$ cat src/rtl/cnn_pkg.sv
// -----------------------------------------------------------------------------
// cnn_pkg
// Shared types for the CNN input path.
//   feeder_state_e : row feeder sequencing state (FILL, PRESENT)
//   value_t        : one channel value at the default value width
//   pixel_t        : one pixel, all channels, at the default channel count
// Modules carry their own VALUE_BITS / IN_CHANNELS parameters and default them
// from the DEFAULT_* localparams here.
// -----------------------------------------------------------------------------
package cnn_pkg;

   localparam int DEFAULT_VALUE_BITS  = 8;
   localparam int DEFAULT_IN_CHANNELS = 1;

   typedef enum logic {
      FILL    = 1'b0,
      PRESENT = 1'b1
   } feeder_state_e;

   typedef logic [DEFAULT_VALUE_BITS-1:0] value_t;
   typedef value_t [DEFAULT_IN_CHANNELS-1:0] pixel_t;

   // Counter width for a counter spanning 0..count-1; never narrower than 1.
   function automatic int counter_bits(input int count);
      return (count > 1) ? $clog2(count) : 1;
   endfunction

endpackage

$ cat src/rtl/cnn_row_buffer.sv
// -----------------------------------------------------------------------------
// cnn_row_buffer
// One row of WIDTH pixels (IN_CHANNELS values each) held in registers.
// A pixel is written into column wr_col when wr_en is high; every column is
// visible in parallel on row.
//   clock   in  rising-edge clock
//   reset_n in  asynchronous active-low reset, clears every column
//   wr_en   in  write the pixel on wr_px into column wr_col
//   wr_col  in  target column, 0..WIDTH-1
//   wr_px   in  pixel to write
//   row     out full row contents, column 0 in the lowest slice
// -----------------------------------------------------------------------------
module cnn_row_buffer
   import cnn_pkg::*;
#(
   parameter int VALUE_BITS  = DEFAULT_VALUE_BITS,
   parameter int WIDTH       = 28,
   parameter int IN_CHANNELS = DEFAULT_IN_CHANNELS,
   localparam int COL_BITS   = counter_bits(WIDTH)
) (
   input  logic                                              clock,
   input  logic                                              reset_n,
   input  logic                                              wr_en,
   input  logic [COL_BITS-1:0]                               wr_col,
   input  logic [IN_CHANNELS-1:0][VALUE_BITS-1:0]            wr_px,
   output logic [WIDTH-1:0][IN_CHANNELS-1:0][VALUE_BITS-1:0] row
);

   logic [WIDTH-1:0]                               col_hit;
   logic [WIDTH-1:0][IN_CHANNELS-1:0][VALUE_BITS-1:0] cells_reg;

   // One-hot column decode of the write address.
   for (genvar gi = 0; gi < WIDTH; gi++) begin : g_col_hit
      assign col_hit[gi] = wr_en && (wr_col == COL_BITS'(gi));
   end

   always_ff @(posedge clock or negedge reset_n) begin
      if (!reset_n) begin
         cells_reg <= '0;
      end else begin
         for (int c = 0; c < WIDTH; c++) begin
            if (col_hit[c]) begin
               cells_reg[c] <= wr_px;
            end
         end
      end
   end

   assign row = cells_reg;

endmodule

$ cat src/rtl/cnn_row_feeder.sv
// -----------------------------------------------------------------------------
// cnn_row_feeder
// Collects a pixel stream (one pixel, all channels, per beat) into rows of
// WIDTH pixels and hands each completed row to a cnn_layer input port.  The
// row index within an image is tracked so the final row of every image is
// flagged with row_last_o.
//
// Build option: define ROW_FEEDER_PINGPONG_EN for two row buffers (one fills
// while the other is presented, one row per WIDTH cycles sustained).  Without
// it a single buffer alternates between FILL and PRESENT (one row per
// WIDTH+1 cycles at best).
//
// Ports
//   clock_i       in  rising-edge clock
//   reset_ni      in  asynchronous active-low reset
//   px_i          in  pixel, all channels
//   px_valid_i    in  px_i valid
//   px_ready_o    out feeder takes a pixel this cycle
//   row_o         out assembled row (to the layer's in_row_i)
//   row_valid_o   out row_o complete (to in_row_valid_i)
//   row_accept_i  in  layer takes the row (from in_row_accept_o)
//   row_last_o    out presented row is row HEIGHT-1 of its image
//   image_done_o  out one-cycle pulse after the last row of an image transfers
// -----------------------------------------------------------------------------
module cnn_row_feeder
   import cnn_pkg::*;
#(
   parameter int VALUE_BITS  = DEFAULT_VALUE_BITS,
   parameter int WIDTH       = 28,
   parameter int HEIGHT      = 28,
   parameter int IN_CHANNELS = DEFAULT_IN_CHANNELS
) (
   input  logic                                              clock_i,
   input  logic                                              reset_ni,
   input  logic [IN_CHANNELS-1:0][VALUE_BITS-1:0]            px_i,
   input  logic                                              px_valid_i,
   output logic                                              px_ready_o,
   output logic [WIDTH-1:0][IN_CHANNELS-1:0][VALUE_BITS-1:0] row_o,
   output logic                                              row_valid_o,
   input  logic                                              row_accept_i,
   output logic                                              row_last_o,
   output logic                                              image_done_o
);

   localparam int COL_BITS = counter_bits(WIDTH);
   localparam int ROW_BITS = counter_bits(HEIGHT);
   localparam logic [COL_BITS-1:0] COL_MAX = COL_BITS'(WIDTH - 1);
   localparam logic [ROW_BITS-1:0] ROW_MAX = ROW_BITS'(HEIGHT - 1);

   logic [COL_BITS-1:0] col_reg;
   logic [ROW_BITS-1:0] row_reg;
   logic                px_ready_reg;
   logic                row_valid_reg;
   logic                row_last_reg;
   logic                image_done_reg;

   logic px_fire;    // pixel beat transfers at this edge
   logic row_fire;   // presented row transfers at this edge
   logic row_done;   // this beat completes the row being filled

   assign px_fire  = px_valid_i && px_ready_reg;
   assign row_fire = row_valid_reg && row_accept_i;
   assign row_done = px_fire && (col_reg == COL_MAX);

`ifdef ROW_FEEDER_PINGPONG_EN

   // full_reg[b]   : buffer b holds a complete row not yet taken by the layer.
   // fill_sel_reg  : buffer receiving pixels; always a non-full buffer while
   //                 px_ready_o is high.
   // present_sel   : buffer shown on row_o; it is the oldest full buffer, or
   //                 the one currently filling when neither is full.
   logic [1:0] full_reg;
   logic [1:0] full_next;
   logic       fill_sel_reg;
   logic       present_sel_reg;
   logic       present_sel_next;
   logic [ROW_BITS-1:0] row_next;
   logic [WIDTH-1:0][IN_CHANNELS-1:0][VALUE_BITS-1:0] buf_row [2];

   for (genvar gi = 0; gi < 2; gi++) begin : g_buf
      cnn_row_buffer #(
         .VALUE_BITS  (VALUE_BITS),
         .WIDTH       (WIDTH),
         .IN_CHANNELS (IN_CHANNELS)
      ) u_row_buffer (
         .clock   (clock_i),
         .reset_n (reset_ni),
         .wr_en   (px_fire && (fill_sel_reg == 1'(gi))),
         .wr_col  (col_reg),
         .wr_px   (px_i),
         .row     (buf_row[gi])
      );
   end

   // A transfer and a fill completion in the same cycle touch different
   // buffers, so both updates apply independently.  The row counter follows
   // the presented row.
   always_comb begin
      full_next        = full_reg;
      present_sel_next = present_sel_reg;
      row_next         = row_reg;
      if (row_fire) begin
         full_next[present_sel_reg] = 1'b0;
         present_sel_next           = ~present_sel_reg;
         row_next                   = (row_reg == ROW_MAX) ? '0 : row_reg + 1'b1;
      end
      if (row_done) begin
         full_next[fill_sel_reg] = 1'b1;
      end
   end

   always_ff @(posedge clock_i or negedge reset_ni) begin
      if (!reset_ni) begin
         full_reg        <= '0;
         fill_sel_reg    <= 1'b0;
         present_sel_reg <= 1'b0;
         col_reg         <= '0;
         row_reg         <= '0;
         px_ready_reg    <= 1'b0;
         row_valid_reg   <= 1'b0;
         row_last_reg    <= 1'b0;
         image_done_reg  <= 1'b0;
      end else begin
         full_reg        <= full_next;
         present_sel_reg <= present_sel_next;
         row_reg         <= row_next;
         if (px_fire) begin
            col_reg <= (col_reg == COL_MAX) ? '0 : col_reg + 1'b1;
         end
         if (row_done) begin
            fill_sel_reg <= ~fill_sel_reg;
         end
         // Outputs decoded from next state so they stay registered and the
         // buffer swap shows up without a bubble.
         px_ready_reg   <= ~(full_next[0] & full_next[1]);
         row_valid_reg  <= full_next[present_sel_next];
         row_last_reg   <= full_next[present_sel_next] && (row_next == ROW_MAX);
         image_done_reg <= row_fire && (row_reg == ROW_MAX);
      end
   end

   assign row_o = buf_row[present_sel_reg];

`else

   feeder_state_e state_reg;

   cnn_row_buffer #(
      .VALUE_BITS  (VALUE_BITS),
      .WIDTH       (WIDTH),
      .IN_CHANNELS (IN_CHANNELS)
   ) u_row_buffer (
      .clock   (clock_i),
      .reset_n (reset_ni),
      .wr_en   (px_fire),
      .wr_col  (col_reg),
      .wr_px   (px_i),
      .row     (row_o)
   );

   always_ff @(posedge clock_i or negedge reset_ni) begin
      if (!reset_ni) begin
         state_reg      <= FILL;
         col_reg        <= '0;
         row_reg        <= '0;
         px_ready_reg   <= 1'b0;
         row_valid_reg  <= 1'b0;
         row_last_reg   <= 1'b0;
         image_done_reg <= 1'b0;
      end else begin
         image_done_reg <= 1'b0;
         case (state_reg)
            FILL: begin
               px_ready_reg <= 1'b1;
               if (px_fire) begin
                  if (col_reg == COL_MAX) begin
                     col_reg       <= '0;
                     state_reg     <= PRESENT;
                     px_ready_reg  <= 1'b0;
                     row_valid_reg <= 1'b1;
                     row_last_reg  <= (row_reg == ROW_MAX);
                  end else begin
                     col_reg <= col_reg + 1'b1;
                  end
               end
            end
            PRESENT: begin
               if (row_fire) begin
                  state_reg     <= FILL;
                  px_ready_reg  <= 1'b1;
                  row_valid_reg <= 1'b0;
                  row_last_reg  <= 1'b0;
                  if (row_reg == ROW_MAX) begin
                     row_reg        <= '0;
                     image_done_reg <= 1'b1;
                  end else begin
                     row_reg <= row_reg + 1'b1;
                  end
               end
            end
            default: state_reg <= FILL;
         endcase
      end
   end

`endif

   assign px_ready_o   = px_ready_reg;
   assign row_valid_o  = row_valid_reg;
   assign row_last_o   = row_last_reg;
   assign image_done_o = image_done_reg;

endmodule

$ cat config.mk
export PLATFORM = sky130hd
export DESIGN_NAME = cnn_row_feeder
export DESIGN_NICKNAME = d
export VERILOG_FILES = /design/src/rtl/cnn_pkg.sv /design/src/rtl/cnn_row_buffer.sv /design/src/rtl/cnn_row_feeder.sv
export SDC_FILE = /design/constraint.sdc
export NUM_CORES = 1
export LEC_CHECK = 0
export CAP_MARGIN = 40
export CORE_UTILIZATION = 35
export CTS_BUF_LIST = sky130_fd_sc_hd__clkbuf_4
export DETAILED_ROUTE_END_ITERATION = 6
export MAX_ROUTING_LAYER = met4
export SLEW_MARGIN = 20
export SYNTH_ARGS = -nofsm -noshare
export SYNTH_HDL_FRONTEND = slang
export SYNTH_HIERARCHICAL = 1
export SYNTH_SLANG_ARGS = --single-unit
$ cat constraint.sdc
create_clock -name clock_i -period 1.6 [get_ports clock_i]
set_input_delay 0.32 -clock clock_i [delete_from_list [all_inputs] [get_ports clock_i]]
set_output_delay 0.32 -clock clock_i [all_outputs]
set_load 0.03 [all_outputs]
==> flow_metrics.env, run 1 <==
export IMPL_violations="setup timing"
export IMPL_yosysTopAreaCell="dfrtp_1"
export IMPL_syn_to_final_growth_pct=50.5
export IMPL_dieWidth_um=165
export IMPL_cts_buffers=66
export IMPL_wl_um=27200
export IMPL_tightest_slew_ps=535
export IMPL_maxSlewViolCount=0
export IMPL_drtIter0Drc=282
export IMPL_ys_seq_area_share_pct=64.6
export IMPL_yosysTopAreaCellShare_pct=64.6
export IMPL_portBuffers=239
export IMPL_crit_fanout=8
export IMPL_nFillCells=2200
export IMPL_async_flop_share_pct=100
export IMPL_clock_fmax_ghz=0.592
export IMPL_arrival_ps=2180
export IMPL_drc=0
export IMPL_p_seq_share_pct=33.7
export IMPL_cap_violations=0
export IMPL_timing_setup_tns_ps=-5230
export IMPL_p_per_area_nw_per_um2=2190
export IMPL_status="complete, but fails checks"
export IMPL_pwr_share_comb_pct=47.4
export IMPL_stdcell_count=1330
export IMPL_grt_usage_pct=20.4
export IMPL_num_rows=59
export IMPL_swShare_pct=39.8
export IMPL_fin_skew_ps=40.9
export IMPL_max_slew_margin_rel_pct=64.2
export IMPL_grt_max_degree=59
export IMPL_clkSinkCount=239
export IMPL_fin_crit_sh_pct=106
export IMPL_cts_root_buffer="clkbuf_4"
export IMPL_viasPerCell=4.83
export IMPL_ant_nets=0
export IMPL_gp_congestion=0.763
export IMPL_clkLatencyLatePin_ps=650
export IMPL_syn_area_per_cell_um2=15.7
export IMPL_antenna_found_initial=1
export IMPL_worstSetupPathType="flop to flop"
export IMPL_period_needed_ps=1690
export IMPL_p_int_uw=18400
export IMPL_dp_cells=1186
export IMPL_cts_tree="built"
export IMPL_hold_violations=0
export IMPL_gr_total_overflow=0
export IMPL_dp_hpwl_um=17500
export IMPL_synth_area_um2=9250
export IMPL_clkPwrFrac_pct=18.9
export IMPL_hp_class="input pin to asynchronous set/reset pin"
export IMPL_path_clk_slew_ps=60
export IMPL_reg2reg_depth=5
export IMPL_synth_main_ff_cell="dfrtp_1"
export IMPL_synth_edff_count=0
export IMPL_synth_area_leaders="dfrtp_1, mux2_2, nand2_1, clkbuf_1, nor2_2"
export IMPL_start_util_pct=35.6
export IMPL_p_sw_uw=12200
export IMPL_grt_pass1_vias=6682
export IMPL_setup_viol=132
export IMPL_ys_ff_latch=239
export IMPL_first_pass_iters=4
export IMPL_start_kind="flop"
export IMPL_multi_input_area_um2=3700
export IMPL_pin_count=240
export IMPL_dieArea_um2=27100
export IMPL_synth_cells=591
export IMPL_fp_dieH_um=165
export IMPL_avgRoutedWirePerCell_um=20.5
export IMPL_regArea_um2=5990
export IMPL_vdd_ir_drop_max_mv=1.15
export IMPL_final_net_count=963
export IMPL_critPathRequiredTime_ps=2090
export IMPL_setup_slack_ps=-88.9
export IMPL_drive_gt1_share_pct=69.5
export IMPL_largest_reg_flops=224
export IMPL_vias=6419
export IMPL_leakagePower_uw=0.00703
export IMPL_yosysWarnings=6
export IMPL_h_tree_depth=3
export IMPL_syn_nets=605
export IMPL_core_area_um2=26000
export IMPL_endpoint_kind="flop"
export IMPL_ys_types=32
export IMPL_grt_pass1_wl_um=40200
export IMPL_clockBufferDepth=3
export IMPL_rsz0062_at_grt="yes"
==> critical path: stages (launching register included) <==
cell and delay (ps):
dfrtp_2 460, buf_6 130, and4bb_1 320, nor2b_4 190, buf_8 160, mux2_4 300
==> stage by stage <==
stage	hold slack, ps	worst slack (ps)	cell area (µm²)	util, %	total power, µW
6_report	186	-88.9	13900	53.6	30600
3_3_place_gp	265	-644	12800	49.2	23900
2_1_floorplan	24.4	-130	9380	-	17600
5_1_grt	141	-171	13900	53.6	32000
4_1_cts	129	-104	13100	50.4	29000
3_5_place_dp	261	-630	12800	49.2	24200
==> metal layers <==
layer	part of all wire, %	track usage (%)	vias up	routed length (µm)
li1	-	-	2843	-
met1	43	26.1	3311	11800
met2	49	31.8	220	13200
met3	6.2	5.00	45	1680
met4	2.1	7.01	0	560
met5	0	-	-	0
==> cells in the mapped netlist (5+ instances only) <==
cell type	count
nor2_2	10
buf_2	7
nor2b_1	7
nand4b_1	5
buf_1	7
dfrtp_1	239
mux2_2	224
nand2_1	28
clkbuf_1	19
==> cell usage in the layout (no fill, tap or decap), drive strengths merged, types with 4 or more instances in the layout <==
cell type,netlist,final
buf,14,310
dfrtp,239,239
mux2,228,228
clkbuf,19,101
nand2,28,28
nor2,12,12
clkdlybuf4s50,0,10
clkinv,0,7
nor2b,7,7
nand3,6,6
nand4b,5,5
a21oi,4,4
o21ai,4,4
nand2b,4,4
==> final timing paths <==
path / start / to / slack (ps)
max: col_reg[3] / u_row_buffer/row[159] / -90
min: reset_ni / u_row_buffer/row[213] / 190
max reg2reg: col_reg[3] / u_row_buffer/row[159] / -90
min reg2reg: u_row_buffer/row[110] / u_row_buffer/row[110] / 500
max in group asynchronous: reset_ni / u_row_buffer/row[110] / 720
min in group clock_i: row_accept_i / px_ready_o / 370
==> power by group through the flow <==
stage               clock (µW)  combinational [µW]  sequential (µW)
global placement             0               13900            10000
global route              6340               15100            10600
finish                    5780               14500            10300
detailed placement           0               14100            10100
floorplan                    0                3050            14600
CTS                       6000               12900            10100
==> logic make-up (layout without fill, tap and decap cells) <==
kind of cell	Yosys count	in the layout	share of synthesized area (%)
DFF	239	239	64.6
muxes	229	229	28.0
and+or+nand+nor	74	74	4.72
AOI/OAI and AO/OA	13	13	0.866
other	0	1	0
buffers and inverters	34	437	1.47
adders and majority gates	2	2	0.270
==> timing repair <==
action / CTS / global route
resized for setup: 1318 / 280
endpoints found under the setup margin: 435 / 346
pin swaps: 5 / 8
hold buffers: 1 / 0
endpoints found under the hold margin: 229 / 0
setup buffers: 3 / 29
==> area by class of cell <==
class / instances / share of cell area, %
clock buffer: 99 / 5.34
tap: 335 / 3.01
multi-input combinational: 318 / 26.5
inverter: 1 / 0.0270
timing repair buffer: 323 / 21.0
antenna: 1 / 0.0180
clock inverter: 14 / 1.02
sequential: 239 / 43.0
Note: power is estimated with default switching activity, not from simulation.
==> run 2, diff against run 1 <==
--- a/config.mk
+++ b/config.mk
@@ -8,6 +8,7 @@
 export CAP_MARGIN = 40
 export CORE_UTILIZATION = 35
 export CTS_BUF_LIST = sky130_fd_sc_hd__clkbuf_4
+export CTS_CLUSTER_SIZE = 16
 export DETAILED_ROUTE_END_ITERATION = 6
 export MAX_ROUTING_LAYER = met4
 export SLEW_MARGIN = 20
==> results of run 2 <==
The final DEF is identical to that of run 1; final timing and power are the same.
==> run 3, diff against run 2 <==
--- a/config.mk
+++ b/config.mk
@@ -6,11 +6,11 @@
 export NUM_CORES = 1
 export LEC_CHECK = 0
 export CAP_MARGIN = 40
-export CORE_UTILIZATION = 35
+export CORE_UTILIZATION = 46
 export CTS_BUF_LIST = sky130_fd_sc_hd__clkbuf_4
 export CTS_CLUSTER_SIZE = 16
 export DETAILED_ROUTE_END_ITERATION = 6
-export MAX_ROUTING_LAYER = met4
+export PLACE_DENSITY = 0.79
 export SLEW_MARGIN = 20
 export SYNTH_ARGS = -nofsm -noshare
 export SYNTH_HDL_FRONTEND = slang
==> flow_metrics.env, run 3 (synthesized netlist as in run 1, its figures left out) <==
export IMPL_status="complete, but fails checks"
export IMPL_violations="setup timing"
export IMPL_clockBufferDepth=3
export IMPL_clkSinkCount=239
export IMPL_cts_tree="built"
export IMPL_first_pass_iters=4
export IMPL_worstReg2RegStart="col_reg[2]"
export IMPL_portBuffers=239
export IMPL_finalPower_uw=33200
export IMPL_path_clk_slew_ps=70
export IMPL_syn_to_final_growth_pct=62.4
export IMPL_h_tree_depth=2
export IMPL_setup_slack_ps=-64.1
export IMPL_grt_max_degree=46
export IMPL_grt_usage_pct=26.5
export IMPL_maxSlewViolCount=0
export IMPL_core_area_um2=19600
export IMPL_fp_dieH_um=144
export IMPL_path_buf_inv=1
export IMPL_grt_pass1_vias=6962
export IMPL_pin_count=240
export IMPL_endpoint="u_row_buffer/row[24]"
export IMPL_path_cells="nor4b_4, nor2b_2, buf_6, mux2_4"
export IMPL_final_cell_mix="dfrtp_1, buf_6, buf_4"
export IMPL_regToRegEndpoint="u_row_buffer/row[24]"
export IMPL_cap_violations=0
export IMPL_endpoint_kind="flop"
export IMPL_gp_congestion=0.798
export IMPL_num_rows=51
export IMPL_viasPerCell=5.12
export IMPL_crit_fanout=8
export IMPL_drive_gt1_share_pct=71.6
export IMPL_gr_total_overflow=0
export IMPL_dieArea_um2=20700
export IMPL_reg2reg_depth=4
export IMPL_drc=0
export IMPL_r2r_setup_slack_ps=-60
export IMPL_multi_input_area_um2=3990
export IMPL_timing_setup_tns_ps=-4000
export IMPL_cp_num_cells=4
export IMPL_grt_busiest_layer="met2"
export IMPL_critPathTopFamily="simple AND/OR/NAND/NOR gates"
export IMPL_clock_fmax_ghz=0.601
export IMPL_hp_class="input pin to asynchronous set/reset pin"
export IMPL_p_per_area_nw_per_um2=2210
export IMPL_stdcell_area_um2=15000
export IMPL_leakagePower_uw=0.00761
export IMPL_fin_crit_sh_pct=104
export IMPL_hold_violations=0
export IMPL_regArea_um2=5990
export IMPL_use_met1_pct=33.4
export IMPL_max_stage_delay_ps=470
export IMPL_vias=6790
export IMPL_final_common_cell="dfrtp_1"
export IMPL_critPathRequiredTime_ps=2140
export IMPL_tightest_slew_ps=360
export IMPL_fin_skew_ps=68.7
export IMPL_start_kind="flop"
export IMPL_dp_hpwl_um=16900
export IMPL_vdd_ir_drop_max_mv=1.27
export IMPL_worstSetupPathType="flop to flop"
export IMPL_arrival_ps=2210
export IMPL_slowest_stage="dfrtp_2"
export IMPL_cts_buffers=59
export IMPL_setup_viol=135
export IMPL_rsz0062_at_grt="yes"
export IMPL_cts_root_buffer="clkbuf_4"
export IMPL_setup_worst_path_start="col_reg[2]"
export IMPL_antenna_found_initial=1
export IMPL_grtUsageMet2_pct=45.1
export IMPL_dp_worst_setup_slack_ps=-589
export IMPL_period_needed_ps=1660
export IMPL_final_net_count=1035
export IMPL_placed_area_um2=12600
export IMPL_start_util_pct=47.2
export IMPL_avgRoutedWirePerCell_um=21.5
export IMPL_clkLatencyLatePin_ps=690
export IMPL_hold_worst_slack_ps=129
export IMPL_nFillCells=1145
export IMPL_dieWidth_um=144
export IMPL_grt_pass1_wl_um=40900
export IMPL_drtIter0Drc=255
export IMPL_wl_um=28500
export IMPL_largest_reg_flops=224
export IMPL_ant_nets=0
export IMPL_grt_util_met3_pct=5.53
export IMPL_max_slew_margin_rel_pct=76.0
## run 3: changes by cell type in the layout (fill, tap and decap cells not counted), moves of 5 or more
| cell | previous run | this run |
|---|---|---|
| buf_4 | 95 | 166 |
| buf_6 | 100 | 171 |
| buf_2 | 88 | 24 |
| mux2_2 | 125 | 74 |
| mux2_4 | 103 | 154 |
| clkbuf_4 | 101 | 84 |
| nand2_8 | 3 | 9 |
| clkinv_1 | 7 | 12 |
## run 3: through the flow
step / util, % / cells
detailed placement: 64.6 / 1110
CTS: 69.4 / 1236
finish: 76.7 / 1327
global placement: 64.6 / 1110
floorplan: - / 591
global route: 76.7 / 1327
## run 3: worst min path at each step
stage | endpoint | cells past startpoint
after floorplan | col_reg[0] | 0
after global placement | u_row_buffer/row[76] | 1
after detailed placement | u_row_buffer/row[68] | 1
after CTS | u_row_buffer/row[5] | 2
after global routing | u_row_buffer/row[68] | 2
final | u_row_buffer/row[75] | 2
## run 3: final cells by class
| class | count | area share, % |
|---|---|---|
| Sequential cell | 239 | 39.9 |
| Multi-Input combinational cell | 318 | 26.6 |
| Timing Repair Buffer | 402 | 26.3 |
| Clock buffer | 84 | 4.20 |
| Tap cell | 265 | 2.21 |
| Clock inverter | 17 | 0.799 |
| Inverter | 1 | 0.0250 |
| Antenna cell | 1 | 0.0167 |
## run 3: repair_timing
item	4_1_cts	5_1_grt
buffers inserted	25	95
hold buffers	1	0
gates resized for setup	1475	349
endpoints found under the setup margin	449	402
pin swaps	10	21
hold endpoints to repair	239	0
cloned	0	0
## run 3: layer usage
| layer | vias up | wire (µm) |
|---|---|---|
| met2 | 249 | 14400 |
| met1 | 3516 | 12000 |
| met5 | - | 0 |
| met3 | 52 | 1480 |
| li1 | 2973 | - |
| met4 | 0 | 673 |
## run 3: report_power, final
group	internal, µW	leakage [µW]	switching [µW]
clock	2720	0.000445	2400
combinational	8900	0.00409	8690
sequential	8510	0.00308	1930
